[config.mk]
export PLATFORM = sky130hd
export DESIGN_NAME = mult_arb
export DESIGN_NICKNAME = d
export VERILOG_FILES = /design/src/rtl/mult_arb_pkg.sv /design/src/rtl/mult.sv /design/src/rtl/mult_arb.sv
export SDC_FILE = /design/constraint.sdc
export NUM_CORES = 1
export LEC_CHECK = 0
export CAP_MARGIN = 20
export CORE_AREA = 3 3 80 112
export DETAILED_ROUTE_END_ITERATION = 6
export DIE_AREA = 0 0 83 115
export GPL_ROUTABILITY_DRIVEN = 1
export PLACE_DENSITY = 0.77
export SYNTH_ARGS = -nofsm -noshare
export SYNTH_HDL_FRONTEND = slang
export SYNTH_SLANG_ARGS = --single-unit
[constraint.sdc]
create_clock -name CLK -period 5.4 [get_ports CLK]
set_input_delay 0.54 -clock CLK [delete_from_list [all_inputs] [get_ports CLK]]
set_output_delay 0.54 -clock CLK [all_outputs]
set_load 0.005 [all_outputs]
[src/rtl/mult_arb_pkg.sv]
// Shared state encodings and datapath widths for the mult_arb two-channel multiplier arbiter.
package mult_arb_pkg;

    localparam int unsigned OPW  = 8;
    localparam int unsigned RESW = 16;

    typedef enum logic [1:0] {
        S_IDLE  = 2'b00,
        S_RUN   = 2'b01,
        S_DRAIN = 2'b10
    } state_t;

endpackage

[src/rtl/mult.sv]
// Combinational unsigned multiplier: full-width product of two operands, no truncation.
module mult
    import mult_arb_pkg::*;
(
    input  logic [OPW-1:0]  a,
    input  logic [OPW-1:0]  b,
    output logic [RESW-1:0] x
);

    assign x = RESW'(a) * RESW'(b);

endmodule

[src/rtl/mult_arb.sv]
// Round-robin arbiter sharing one 8x8 multiplier between two REQ/ACK channels.
// Optional per-channel grant counters are enabled by defining MULT_ARB_CNT_EN.
module mult_arb
    import mult_arb_pkg::*;
(
    input  logic            CLK,
    input  logic            RST,
    input  logic            START,
    input  logic            HALT,
    input  logic            REQ0,
    input  logic            REQ1,
    input  logic [OPW-1:0]  A0,
    input  logic [OPW-1:0]  B0,
    input  logic [OPW-1:0]  A1,
    input  logic [OPW-1:0]  B1,
    output logic            ACK0,
    output logic            ACK1,
    output logic [RESW-1:0] X0,
    output logic [RESW-1:0] X1,
    output logic            X0_VALID,
    output logic            X1_VALID,
    input  logic            RDY0,
    input  logic            RDY1,
`ifdef MULT_ARB_CNT_EN
    output logic [15:0]     CNT0,
    output logic [15:0]     CNT1,
`endif
    output logic            BUSY
);

    state_t          state, state_next;
    logic            rvalid;
    logic            tag;
    logic            last;
    logic [RESW-1:0] res;

    logic            rdy_tag, consumed, free, can_grant, grant, gsel;
    logic [OPW-1:0]  mul_a, mul_b;
    logic [RESW-1:0] mul_x;

    assign rdy_tag   = tag ? RDY1 : RDY0;
    assign consumed  = rvalid & rdy_tag;
    assign free      = ~rvalid | consumed;
    assign can_grant = (state == S_RUN) & ~HALT & free;

    // On contention the channel that did not win last time gets the grant.
    assign ACK0  = can_grant & REQ0 & (~REQ1 | last);
    assign ACK1  = can_grant & REQ1 & (~REQ0 | ~last);
    assign grant = ACK0 | ACK1;
    assign gsel  = ACK1;

    assign mul_a = gsel ? A1 : A0;
    assign mul_b = gsel ? B1 : B0;

    mult u_mult (
        .a (mul_a),
        .b (mul_b),
        .x (mul_x)
    );

    always_ff @(posedge CLK) begin
        if (RST) begin
            state  <= S_IDLE;
            rvalid <= 1'b0;
            tag    <= 1'b0;
            last   <= 1'b1;
            res    <= '0;
        end else begin
            state <= state_next;
            if (grant) begin
                res    <= mul_x;
                tag    <= gsel;
                last   <= gsel;
                rvalid <= 1'b1;
            end else if (consumed) begin
                rvalid <= 1'b0;
            end
        end
    end

    always_comb begin
        state_next = S_IDLE;
        case (state)
            S_IDLE:  state_next = START ? S_RUN : S_IDLE;
            S_RUN:   state_next = HALT ? S_DRAIN : S_RUN;
            S_DRAIN: state_next = free ? S_IDLE : S_DRAIN;
            default: state_next = S_IDLE;
        endcase
    end

    assign X0_VALID = rvalid & ~tag;
    assign X1_VALID = rvalid & tag;
    assign X0       = tag ? '0 : res;
    assign X1       = tag ? res : '0;
    assign BUSY     = (state != S_IDLE);

`ifdef MULT_ARB_CNT_EN
    always_ff @(posedge CLK) begin
        if (RST || (state == S_IDLE && START)) begin
            CNT0 <= '0;
            CNT1 <= '0;
        end else begin
            if (ACK0) CNT0 <= CNT0 + 16'd1;
            if (ACK1) CNT1 <= CNT1 + 16'd1;
        end
    end
`endif

endmodule
* Yosys cells after proc, flatten, opt, wreduce, memory -nomap -nowiden *
Index checks and enable logic that the tools add are counted.

word-level totals
  flip-flop bits (word level) = 21
  input bits = 40
  output and inout bits = 37
  word-level logic and storage cells = 41

cells by class
  $mul = 1
  equal/unequal tests = 2
  multiplexer cells = 11
  bitwise logic cells = 19
  reductions and logical operators = 3

operators by type and width
  operator                                             number
  two-way mux 16 bit                                   2
  multiplier 8 x 8 -> 16 bit                           1
  two-way mux 8 bit                                    2
  AND 1 bit                                            9
  NOT 1 bit                                            6
  case mux 2 bit (3 select lines)                      1
  two-way mux 1 bit                                    4
  two-way mux 2 bit                                    2
  OR 1 bit                                             4
  nonzero test 2 bit                                   2
  equality test 2 x 1 -> 1 bit, second input constant  1
  equality test 2 bit, second input constant           1
  logical NOT 2 bit                                    1

* Logic depth before layout (Yosys ltp) *
Gate-level depths: netlist (run 1).

  depth after elaboration = 8
  gate-level depth with buffers = 23
  mapped depth without buffers = 20

* Cells and area by module *
Synthesis (run 1) repeated with hierarchy kept, for this count alone.

unflattened totals
  cells, all modules = 415
  area, all modules = 3593.4 sq um

modules (own cells, without submodules)
  module    times used  cells an instance  area each (sq um)  sequential area each (sq um)
  mult      1           259                2203.4             0.0
  mult_arb  1           156                1390.1             420.4

* Worst setup path before layout (run 1) *
Ideal clock, no wire load.

  path kind = in2reg
  from = input HALT
  to = register res[11]
  setup time = 0.122 ns
  data arrival time = 5.284 ns
  required time = 5.278 ns
  setup slack = -0.006 ns
  stages = 19
  path buffers = 0
  cell sequence = or3b_1 > a21oi_2 > nand3_4 > inv_2 > mux2i_2 > a21o_1 > fa_1 > fa_1 > inv_1 > fa_1 > inv_1 > fa_1 > inv_1 > ha_1 > o211a_1 > o31a_1 > o21ai_0 > a2111oi_0 > a311o_1

between the ends
  word-level cells in the longest chain between the ends = 7
  elaborated cells on any way between the ends = 11
  classes of those cells = 1 x mul; 2 x mux; 8 x bitwise

ends and longest elaborated chain
  element                                      RTL line                        text
  from (decl)                                  mult_arb.sv:9                   input logic HALT,
  NOT 1 bit (*)                                mult_arb.sv:44                  assign can_grant = (state == S_RUN) & ~HALT & free;
  AND 1 bit (*) (2 in a row)                   mult_arb.sv:44
  AND 1 bit (2 in a row)                       mult_arb.sv:48                  assign ACK1 = can_grant & REQ1 & (~REQ0 | ~last);
  two-way mux 8 bit, on equally long branches  mult_arb.sv:52, mult_arb.sv:53
  multiplier 8 x 8 -> 16 bit                   mult.sv:10                      assign x = RESW'(a) * RESW'(b);
  to (signal assigned)                         mult_arb.sv:71                  res <= mul_x;
  to (decl)                                    mult_arb.sv:35                  logic [RESW-1:0] res;

Mark *: on every way between the ends. The rest lies on a longest branch, timed or not.
A chain may end at the register's enable or synchronous reset.

* Worst setup path after layout (run 1) *
  from = register state[1]
  to = register res[11]

between the ends
  word-level cells in the longest chain between the ends = 7
  elaborated cells on any way between the ends = 11
  classes of those cells = 1 x mul; 1 x eq/ne; 2 x mux; 7 x bitwise

ends and longest elaborated chain
  element                                      RTL line                        text
  from (decl)                                  mult_arb.sv:31                  state_t state, state_next;
  from (signal assigned)                       mult_arb.sv:69                  state <= state_next;
  equality test 2 x 1 -> 1 bit (*)             mult_arb.sv:44
  AND 1 bit (*) (2 in a row)                   mult_arb.sv:44
  AND 1 bit (2 in a row)                       mult_arb.sv:48
  two-way mux 8 bit, on equally long branches  mult_arb.sv:52, mult_arb.sv:53
  multiplier 8 x 8 -> 16 bit                   mult.sv:10

Marks and branches as above.

==> results of run 1 <==
## where the power goes
group	leakage (µW)	internal [µW]	switching [µW]
Combinational	0.00243	513	559
Clock	0.0000382	101	63.1
Sequential	0.000171	168	10.3
Total	0.00264	782	632
## per-layer routing
metal	routed length (µm)	track usage	part of all wire
met1	5027	0.3173	0.37
met2	6948	0.4930	0.51
met3	1213	0.04875	0.088
met4	559	0.1200	0.041
met5	0	0	0
## kinds of logic after synthesis
kind of cell               synth area share
buffers and inverters               0.09745
xor gates and xnor gates           0.006868
muxes                               0.01177
DFF                                  0.1099
and+or+nand+nor                      0.3313
adders and majority gates            0.3061
AOI/OAI and AO/OA                    0.1367
## what timing repair did
item,CTS,global route
gates resized for setup,41,18
cloned,1,0
setup endpoints to repair,8,8
buffers inserted,7,9
pin swaps,22,17
## sequential cells by signal (all words and copies together), names as in the netlist
signal	flops
last	1
res	16
rvalid	1
state	2
tag	1
## path summary, 6_finish.rpt
check	endpoint	cells after the start	slack, ns	start
setup / recovery	res[11]	20	0.16	state[1]
hold / removal	res[2]	2	0.48	res[2]
setup reg to reg	res[11]	20	0.16	state[1]
hold reg to reg	res[2]	2	0.48	res[2]
## synthesized netlist by cell type, drive strengths merged (3+ instances only)
| master | count | area share |
|---|---|---|
| nor3b | 6 | 0.012 |
| o211ai | 4 | 0.0078 |
| and2 | 18 | 0.029 |
| clkbuf | 19 | 0.019 |
| and3 | 13 | 0.021 |
| nor2 | 9 | 0.0088 |
| o21a | 3 | 0.0059 |
| nand3b | 9 | 0.018 |
| o21ai | 8 | 0.010 |
| nor3 | 3 | 0.0039 |
| nand2 | 90 | 0.088 |
| fa | 36 | 0.19 |
| a21oi | 34 | 0.045 |
| nor2b | 17 | 0.028 |
| inv | 51 | 0.050 |
| or3 | 4 | 0.0065 |
| a31oi | 13 | 0.021 |
| ha | 36 | 0.12 |
| a211oi | 4 | 0.0078 |
| mux2i | 3 | 0.0088 |
| dfxtp | 21 | 0.11 |
| a21o | 5 | 0.0098 |
| nand3 | 80 | 0.11 |
| buf | 26 | 0.029 |
## critical path, delay by kind of cell (launching register included)
kind            cells  cell delay, ns
flops               1            0.34
buf+inv             6            0.52
fa+ha+maj           5            2.43
compound gates      6            1.20
simple gates        3            0.64
## metrics by stage
stage          utilization  worst slack, ns  cells  instance area, µm²
3_5_place_dp        0.6219          -0.5305    730                5037
5_1_grt             0.6769         -0.08569    751                5483
3_3_place_gp        0.6219          -0.3934    730                5037
2_1_floorplan            -         0.005145    531                3835
4_1_cts             0.6634          0.02438    742                5374
6_report            0.6769           0.1639    751                5483
## layout make-up
class	instances	area, µm²
Clock buffer	4	78.83
Fill cell	674	2618
Inverter	51	198.9
Multi-Input combinational cell	414	3198
Sequential cell	21	425.4
Tap cell	102	127.6
Timing Repair Buffer	159	1454
==> impl_metrics.yaml, run 1 <==
run_status:
  status: "complete, no violations"
global_route:
  antenna_found_initial: 0
  gr-total-overflow: 0
  grt_pass1_vias: 4549
  grt_pass1_wl_um: 21770
  grt_max_degree: 37
  groute.usage.overall: 0.2735
routing:
  dr.pass1.iters: 6
  detail-route-antenna-nets: 0
  via_per_inst: 5.870
  drt-wirelength-per-cell_um: 18.31
  routed_wl_um: 13750
  drt_iter0_markers: 355
  vias: 4408
  drt_drc_violations_left: 0
cells_and_area:
  syn2layout_area_growth_pct: 43.30
  antenna_cells: 0
  final_common_cell: "nand2_1"
  nNetsFinal: 762
  drive_gt1_frac: 0.1911
  mostFrequentLayoutCells: "nand2_1, nand3_1, buf_4"
place:
  hpwl_um: 9701
  port_buffers: 76
  gp_congestion: 0.9651
clocking:
  cts_sinks: 21
  ctsHoldBuffers: 0
  cts_root_buf: "clkbuf_16"
  clock_path_buffers: 2
  clk-insertion-delay-late_ns: 0.26
  cts_tree: "yes"
  clkSlewWorstSetupHoldPaths_ns: 0.07
  numCtsBuffers: 3
  htreeDepth: 1
worst_setup_path:
  crit_chain: "or3b_4, a21oi_4, nand3_4, inv_8, buf_6, nand2_1, a21o_1, fa_1, fa_1, inv_2, fa_1, inv_2, fa_1, inv_2, ha_4, o211a_1, o31a_1, o21ai_2, buf_4, a311o_1"
  slowest_stage: "fa_1"
  worstPathRequired_ns: 5.56
  startpoint_type: "flip-flop"
  crit_path_max_fanout: 6
  worstSetupPathType: "reg2reg"
  cpMostUsedCell: "fa_1"
  cp.arrival_ns: 5.39
  crit_path_end_kind: "flip-flop"
  max_stage_delay_ns: 0.57
timing:
  timing.final.max_slew_violations: 0
  finalHoldWorstSlack_ns: 0.4751
  fin_tns_setup_ns: 0
  fin_worst_skew_ns: 0.009885
  worstMarginPinSlew_ns: 0.9000
  hold_violations: 0
  period_needed_ns: 5.236
  slew_headroom: 0.3974
  max_freq_mhz: 191.0
  setup_violations: 0
  post-route-period-util: 0.9697
floorplanning:
  die_area_um2: 9545
  die_x_um: 83
  row_count: 39
  die_y_um: 115
  coreArea_um2: 8100
  start_util: 0.4724
  pin_count: 77
synth:
  async_flop_share: 0
  seq_area_frac_synth: 0.1099
  yosys_warnings: 0
  synth.cell_area_um2: 3826
  ys_seq_elements: 21
  netlist-cell-type-count: 43
  synth_ff_type: "dfxtp_1"
  synth-edff-count: 0
  synth_area_per_cell_um2: 7.206
  syn_nets: 643
  syn_inst: 531
pwr:
  power_uw: 1415
  p_per_area_nw_per_um2: 258.0
  max-vdd-ir-drop_uv: 238.1
  p_leak_uw: 0.002637
worst_hold_path:
  hold_class: "reg2reg"
run:
  drv_cap: 0
No activity file was read; power rests on OpenSTA's default activity.
==> run 2: changes to the inputs <==
--- a/config.mk
+++ b/config.mk
@@ -14,3 +14,4 @@
 export SYNTH_ARGS = -nofsm -noshare
 export SYNTH_HDL_FRONTEND = slang
 export SYNTH_SLANG_ARGS = --single-unit
+export TNS_END_PERCENT = 50
==> results of run 2 <==
Final layout, timing and power as in run 1 (identical DEF).
